==> src/rtl/video_timing_gen_if.sv <==
// rtl/video_timing_gen_if.sv - timing reprogramming handshake bundle
interface video_timing_gen_if #(
  parameter int CNT_W = 12
);
  logic             cfg_valid;
  logic             cfg_ready;
  logic             cfg_pending;
  logic [CNT_W-2:0] cfg_h_res;
  logic [CNT_W-2:0] cfg_h_fp;
  logic [CNT_W-2:0] cfg_h_sync;
  logic [CNT_W-2:0] cfg_h_bp;
  logic [CNT_W-2:0] cfg_v_res;
  logic [CNT_W-2:0] cfg_v_fp;
  logic [CNT_W-2:0] cfg_v_sync;
  logic [CNT_W-2:0] cfg_v_bp;
  logic             cfg_hpol;
  logic             cfg_vpol;

  modport master (
    output cfg_valid, cfg_h_res, cfg_h_fp, cfg_h_sync, cfg_h_bp,
           cfg_v_res, cfg_v_fp, cfg_v_sync, cfg_v_bp, cfg_hpol, cfg_vpol,
    input  cfg_ready, cfg_pending
  );

  modport slave (
    input  cfg_valid, cfg_h_res, cfg_h_fp, cfg_h_sync, cfg_h_bp,
           cfg_v_res, cfg_v_fp, cfg_v_sync, cfg_v_bp, cfg_hpol, cfg_vpol,
    output cfg_ready, cfg_pending
  );
endinterface

==> src/rtl/video_timing_gen.sv <==
// rtl/video_timing_gen.sv - H/V timing generator with frame-aligned reprogramming
module video_timing_gen #(
  parameter int CNT_W  = 12,
  parameter int H_RES  = 640,
  parameter int H_FP   = 16,
  parameter int H_SYNC = 96,
  parameter int H_BP   = 48,
  parameter int V_RES  = 480,
  parameter int V_FP   = 10,
  parameter int V_SYNC = 2,
  parameter int V_BP   = 33
) (
  input  logic                    clk,
  input  logic                    reset_n,
  input  logic                    enable,
  input  logic [1:0]              step_log2,
  video_timing_gen_if.slave       cfg,
  output logic signed [CNT_W-1:0] hcount,
  output logic signed [CNT_W-1:0] vcount,
  output logic                    hsync,
  output logic                    vsync,
  output logic                    hblank,
  output logic                    vblank,
  output logic                    de,
  output logic                    line_start,
  output logic                    frame_start
);

  localparam int FW = CNT_W - 1;
  localparam int EW = CNT_W + 1;

  typedef struct packed {
    logic [FW-1:0] h_res;
    logic [FW-1:0] h_fp;
    logic [FW-1:0] h_sync;
    logic [FW-1:0] h_bp;
    logic [FW-1:0] v_res;
    logic [FW-1:0] v_fp;
    logic [FW-1:0] v_sync;
    logic [FW-1:0] v_bp;
    logic          hpol;
    logic          vpol;
  } timing_t;

  localparam timing_t RST_SET = '{FW'(H_RES), FW'(H_FP), FW'(H_SYNC), FW'(H_BP),
                                  FW'(V_RES), FW'(V_FP), FW'(V_SYNC), FW'(V_BP),
                                  1'b0, 1'b0};
  localparam logic signed [CNT_W-1:0] HC_RST = CNT_W'(-(H_FP + H_SYNC + H_BP));
  localparam logic signed [CNT_W-1:0] VC_RST = CNT_W'(-(V_FP + V_SYNC + V_BP));
  localparam logic signed [CNT_W-1:0] V_ONE  = 1;
  localparam logic signed [EW-1:0]    ONE_X  = 1;

  timing_t act;
  timing_t shd;
  timing_t cfg_in;
  timing_t nxt;
  logic    pending;

  function automatic logic signed [EW-1:0] ext(input logic [FW-1:0] v);
    return $signed({2'b00, v});
  endfunction

  // Start-of-line/frame coordinate; BL may reach 2^(CNT_W-1), so sum one bit wider.
  function automatic logic signed [CNT_W-1:0] neg_bl(input logic [FW-1:0] fp,
                                                     input logic [FW-1:0] sync,
                                                     input logic [FW-1:0] bp);
    logic [EW-1:0] s;
    logic [EW-1:0] n;
    s = {2'b00, fp} + {2'b00, sync} + {2'b00, bp};
    n = -s;
    return n[CNT_W-1:0];
  endfunction

  logic signed [EW-1:0] hc_x;
  logic signed [EW-1:0] vc_x;
  logic        [EW-1:0] h_step;
  logic signed [EW-1:0] h_next;
  logic                 line_wrap;
  logic                 frame_wrap;
  logic                 hsync_region;
  logic                 vsync_region;

  assign cfg_in = '{cfg.cfg_h_res, cfg.cfg_h_fp, cfg.cfg_h_sync, cfg.cfg_h_bp,
                    cfg.cfg_v_res, cfg.cfg_v_fp, cfg.cfg_v_sync, cfg.cfg_v_bp,
                    cfg.cfg_hpol, cfg.cfg_vpol};
  // A capture coinciding with a wrap sees pending==0 here, so it waits a frame.
  assign nxt    = pending ? shd : act;

  assign hc_x       = {hcount[CNT_W-1], hcount};
  assign vc_x       = {vcount[CNT_W-1], vcount};
  assign h_step     = EW'(1) << step_log2;
  assign h_next     = hc_x + $signed(h_step);
  assign line_wrap  = enable && (h_next >= ext(act.h_res));
  assign frame_wrap = line_wrap && (vc_x >= (ext(act.v_res) - ONE_X));

  always_ff @(posedge clk or negedge reset_n) begin
    if (!reset_n) begin
      act         <= RST_SET;
      shd         <= RST_SET;
      pending     <= 1'b0;
      hcount      <= HC_RST;
      vcount      <= VC_RST;
      line_start  <= 1'b0;
      frame_start <= 1'b0;
    end else begin
      line_start  <= line_wrap;
      frame_start <= frame_wrap;
      if (frame_wrap) begin
        hcount <= neg_bl(nxt.h_fp, nxt.h_sync, nxt.h_bp);
        vcount <= neg_bl(nxt.v_fp, nxt.v_sync, nxt.v_bp);
        if (pending) begin
          act     <= shd;
          pending <= 1'b0;
        end
      end else if (line_wrap) begin
        hcount <= neg_bl(act.h_fp, act.h_sync, act.h_bp);
        vcount <= vcount + V_ONE;
      end else if (enable) begin
        hcount <= h_next[CNT_W-1:0];
      end
      if (cfg.cfg_valid && !pending) begin
        shd     <= cfg_in;
        pending <= 1'b1;
      end
    end
  end

  // Sync window is [-(sync+bp), -bp); an empty window when sync is zero.
  assign hsync_region = (hc_x >= -(ext(act.h_sync) + ext(act.h_bp))) && (hc_x < -ext(act.h_bp));
  assign vsync_region = (vc_x >= -(ext(act.v_sync) + ext(act.v_bp))) && (vc_x < -ext(act.v_bp));

  assign hsync  = hsync_region ^ act.hpol;
  assign vsync  = vsync_region ^ act.vpol;
  assign hblank = hcount[CNT_W-1];
  assign vblank = vcount[CNT_W-1];
  assign de     = !hblank && !vblank;

  assign cfg.cfg_ready   = !pending;
  assign cfg.cfg_pending = pending;

endmodule

==> src/flat_wrapper.sv <==
// flat-port wrapper written by rule: the top's interface ports become plain ports
module video_timing_gen_flat 
#(
  parameter int CNT_W  = 12,
  parameter int H_RES  = 640,
  parameter int H_FP   = 16,
  parameter int H_SYNC = 96,
  parameter int H_BP   = 48,
  parameter int V_RES  = 480,
  parameter int V_FP   = 10,
  parameter int V_SYNC = 2,
  parameter int V_BP   = 33
)
  (clk, reset_n, enable, step_log2, hcount, vcount, hsync, vsync, hblank, vblank, de, line_start, frame_start, cfg_cfg_valid, cfg_cfg_h_res, cfg_cfg_h_fp, cfg_cfg_h_sync, cfg_cfg_h_bp, cfg_cfg_v_res, cfg_cfg_v_fp, cfg_cfg_v_sync, cfg_cfg_v_bp, cfg_cfg_hpol, cfg_cfg_vpol, cfg_cfg_ready, cfg_cfg_pending);
  video_timing_gen_if #(.CNT_W(CNT_W)) cfg_i ();
  input  logic clk;
  input  logic reset_n;
  input  logic enable;
  input  logic [1:0] step_log2;
  output logic signed [CNT_W-1:0] hcount;
  output logic signed [CNT_W-1:0] vcount;
  output logic hsync;
  output logic vsync;
  output logic hblank;
  output logic vblank;
  output logic de;
  output logic line_start;
  output logic frame_start;
  input wire logic [$bits(cfg_i.cfg_valid)-1:0] cfg_cfg_valid;
  input wire logic [$bits(cfg_i.cfg_h_res)-1:0] cfg_cfg_h_res;
  input wire logic [$bits(cfg_i.cfg_h_fp)-1:0] cfg_cfg_h_fp;
  input wire logic [$bits(cfg_i.cfg_h_sync)-1:0] cfg_cfg_h_sync;
  input wire logic [$bits(cfg_i.cfg_h_bp)-1:0] cfg_cfg_h_bp;
  input wire logic [$bits(cfg_i.cfg_v_res)-1:0] cfg_cfg_v_res;
  input wire logic [$bits(cfg_i.cfg_v_fp)-1:0] cfg_cfg_v_fp;
  input wire logic [$bits(cfg_i.cfg_v_sync)-1:0] cfg_cfg_v_sync;
  input wire logic [$bits(cfg_i.cfg_v_bp)-1:0] cfg_cfg_v_bp;
  input wire logic [$bits(cfg_i.cfg_hpol)-1:0] cfg_cfg_hpol;
  input wire logic [$bits(cfg_i.cfg_vpol)-1:0] cfg_cfg_vpol;
  output wire logic [$bits(cfg_i.cfg_ready)-1:0] cfg_cfg_ready;
  output wire logic [$bits(cfg_i.cfg_pending)-1:0] cfg_cfg_pending;
  assign cfg_i.cfg_valid = cfg_cfg_valid;
  assign cfg_i.cfg_h_res = cfg_cfg_h_res;
  assign cfg_i.cfg_h_fp = cfg_cfg_h_fp;
  assign cfg_i.cfg_h_sync = cfg_cfg_h_sync;
  assign cfg_i.cfg_h_bp = cfg_cfg_h_bp;
  assign cfg_i.cfg_v_res = cfg_cfg_v_res;
  assign cfg_i.cfg_v_fp = cfg_cfg_v_fp;
  assign cfg_i.cfg_v_sync = cfg_cfg_v_sync;
  assign cfg_i.cfg_v_bp = cfg_cfg_v_bp;
  assign cfg_i.cfg_hpol = cfg_cfg_hpol;
  assign cfg_i.cfg_vpol = cfg_cfg_vpol;
  assign cfg_cfg_ready = cfg_i.cfg_ready;
  assign cfg_cfg_pending = cfg_i.cfg_pending;
  video_timing_gen #(.CNT_W(CNT_W), .H_RES(H_RES), .H_FP(H_FP), .H_SYNC(H_SYNC), .H_BP(H_BP), .V_RES(V_RES), .V_FP(V_FP), .V_SYNC(V_SYNC), .V_BP(V_BP)) u_core (.clk(clk), .reset_n(reset_n), .enable(enable), .step_log2(step_log2), .cfg(cfg_i), .hcount(hcount), .vcount(vcount), .hsync(hsync), .vsync(vsync), .hblank(hblank), .vblank(vblank), .de(de), .line_start(line_start), .frame_start(frame_start));
endmodule
==> config.mk <==
export PLATFORM = sky130hd
export DESIGN_NAME = video_timing_gen_flat
export DESIGN_NICKNAME = d
export VERILOG_FILES = /design/src/rtl/video_timing_gen_if.sv /design/src/rtl/video_timing_gen.sv /design/src/flat_wrapper.sv
export SDC_FILE = /design/constraint.sdc
export NUM_CORES = 1
export LEC_CHECK = 0
export CAP_MARGIN = 20
export CORE_ASPECT_RATIO = 2
export CORE_UTILIZATION = 50
export DETAILED_ROUTE_END_ITERATION = 8
export DONT_BUFFER_PORTS = 1
export PLACE_DENSITY = 0.63
export SLEW_MARGIN = 20
export SYNTH_ARGS = -nofsm -noshare
export SYNTH_HDL_FRONTEND = slang
export SYNTH_SLANG_ARGS = --single-unit
export TNS_END_PERCENT = 30
==> constraint.sdc <==
create_clock -name clk -period 9.8 [get_ports clk]
set_clock_uncertainty 0.2 [all_clocks]
set_input_delay 1.47 -clock clk [delete_from_list [all_inputs] [get_ports clk]]
set_output_delay 1.47 -clock clk [all_outputs]
set_load 0.03 [all_outputs]
==> flow_summary.json <==
{
  "outcome": "finished, violations left",
  "violations": "design-rule violations",
  "synth-seq-cells": 207,
  "place_ws_ns": 2.93,
  "post_cts_buffers": 0,
  "synth-edff-count": 0,
  "routed-via-count": 11116,
  "ys_types": 72,
  "clk_pin_slew_ns": 0.07,
  "wl_per_cell_um": 21.4,
  "path_buf_inv": 0,
  "period_needed_ns": 7.06,
  "gp_congestion": 0.905,
  "cpMaxStageDelayCell": "xnor2_1",
  "setup_viol": 0,
  "nNetsFinal": 1806,
  "synth_largest_area_cell": "dfrtp_1",
  "die_w_um": 126,
  "die_area_um2": 31300,
  "cp.arrival_ns": 5.39,
  "tightest_slew_ns": 0.947,
  "synth_warnings": 0,
  "grt_use_total_pct": 26.0,
  "rr_startpoint": "u_core.hcount[0]",
  "grt_antenna_before_repair": 1,
  "period_share_pct": 72.0,
  "hp-class": "register to register",
  "cts_max_path_buffers": 3,
  "post-route-worst-setup-slack_ns": 2.74,
  "cts.sinks": 207,
  "max_slew_margin_pct": 36.9,
  "antenna_left": 0,
  "synth_top_cell_area_share_pct": 26.2,
  "io_buffers": 0,
  "max_stage_delay_ns": 0.60,
  "hold_viol_final": 0,
  "synth_most_common_cell": "ha_1",
  "ios": 129,
  "tns_ns": 0,
  "min-delay-start": "u_core.act[31]",
  "grt_pass1_vias": 11775,
  "drv_slew": 0,
  "seq_area_frac_synth_pct": 34.3,
  "critical_path_class": "register to primary output",
  "htreeDepth": 1,
  "cts_buffers": 22,
  "rsz0062_at_grt": "no",
  "yosys-top-cells-count": "ha_1 (179), dfrtp_1 (160), mux2_2 (132), o21ai_0 (117), nand2_1 (116)",
  "synth_area_leaders": "dfrtp_1 (26%), ha_1 (15%), mux2_2 (9.7%)",
  "drc": 6,
  "synth_cells": 1517,
  "first_pass_iters": 6,
  "core_area_um2": 30100,
  "wirelength_mm": 40.2,
  "vias_per_cell": 5.92,
  "path_cells": "ha_1 -> fa_1 -> a21oi_1 -> o2111ai_1 -> nand2_1 -> xor2_1 -> nor4b_1 -> nor3b_1 -> ha_1 -> nand2b_1 -> nor2_1 -> nor2_1 -> a21oi_1 -> a2111oi_0 -> o2bb2ai_1 -> xnor2_1",
  "yosys_most_used_dff": "dfrtp_1",
  "critical_path.top_delay_family": "compound AO/OA/AOI/OAI gates",
  "fillers": 2700,
  "avgSynthCellArea_um2": 10.1,
  "layout-drive-gt1-share_pct": 16.3,
  "mappedNetlistNets": 1828,
  "post-dp-hpwl_mm": 31.3,
  "cts_resized": 0,
  "start_util_pct": 50.8,
  "maxCapViolCount": 0,
  "fmax_ghz": 0.142,
  "diodes": 0,
  "synth_area_um2": 15300,
  "drtIter0Drc": 510,
  "root_buffer": "clkbuf_16",
  "cp.required_ns": 8.13,
  "grt_pass1_wl_mm": 62.3,
  "tritoncts": "done",
  "synthArstFlopShare_pct": 100,
  "num_rows": 90,
  "cp-startpoint": "u_core.act[46]",
  "endpoint_kind": "primary output",
  "die_h_um": 249,
  "critPathMaxFanout": 5,
  "start_kind": "register",
  "synthToLayoutAreaGrowth_pct": 7.12,
  "postCtsHoldBufs": 0,
  "grt_max_degree": 208,
  "clk_latency_ns": 0.52,
  "grt_overflow": 0
}
kinds of logic after synthesis:
kind of cell / Yosys count / synth area share, %
AOI/OAI and AO/OA: 281 / 11.4
adders and majority gates: 215 / 19.4
and+or+nand+nor: 373 / 12.0
muxes: 198 / 14.1
DFF: 207 / 34.3
xor gates and xnor gates: 87 / 4.99
buffers and inverters: 156 / 3.94
area by class of cell:
cell class / count / area [um2] / share of cell area (%)
clock inverter: 14 / 163 / 0.994
sequential: 207 / 5240 / 32.0
clock buffer: 26 / 607 / 3.71
multi-input combinational: 1154 / 9460 / 57.8
timing repair buffer: 5 / 37.5 / 0.229
tap: 368 / 460 / 2.81
inverter: 105 / 394 / 2.41
worst paths after layout:
| path | endpoint | slack (ns) | cells after the start |
|---|---|---|---|
| worst max register to register | u_core.act[85] | 3.83 | 16 |
| worst min-delay path | u_core.act[31] | 0.28 | 2 |
| worst min register to register | u_core.act[31] | 0.28 | 2 |
| max in group asynchronous | u_core.act[43] | 8.55 | 0 |
| min in group asynchronous | u_core.shd[77] | 0.45 | 0 |
| worst max-delay path | hsync | 2.74 | 16 |
placed cells by master (no fill, tap or decap), drive strengths merged, types with 10 or more instances in the layout:
cell type	count
a21o	16
a21oi	55
clkbuf	26
dfrtp	160
dfstp	47
fa	36
ha	179
inv	108
mux2	132
mux2i	66
nand2	116
nand2b	15
nand3	30
nand4	14
nor2	84
nor2b	14
nor3	32
o21a	13
o21ai	119
or3	10
xnor2	51
xor2	36
worst min-delay path, cell delays in order, from the launching register on:
cell and delay (ns):
dfrtp_1 0.34, nand2_1 0.04, o21ai_0 0.06
through the flow:
step                      instances  hold WS, ns  util [%]  instance area, um2
after global routing           1879        0.308      54.4               16400
final                          1879        0.280      54.4               16400
after detailed placement       1839        0.271      51.9               15600
after global placement         1839        0.263      51.9               15600
after floorplan                1517        0.249         -               15300
after CTS                      1879        0.285      54.4               16400
state kept, by name, indices dropped and copies added (netlist names):
| signal | count |
|---|---|
| u_core.shd | 90 |
| u_core.line_start | 1 |
| u_core.hcount | 12 |
| u_core.vcount | 12 |
| u_core.cfg.cfg_pending | 1 |
| u_core.act | 90 |
| u_core.frame_start | 1 |
metal layers:
metal | GRT usage (%) | part of all wire (%) | up-vias
li1 | - | - | 5333
met1 | 23.4 | 32 | 5460
met2 | 52.5 | 58 | 215
met3 | 2.90 | 3.0 | 108
met4 | 17.7 | 7.1 | 0
met5 | 0 | 0 | -
Power is left out: the tool's default activity adds up to more than one toggle a clock period on the data nets, which glitch-free logic cannot reach.
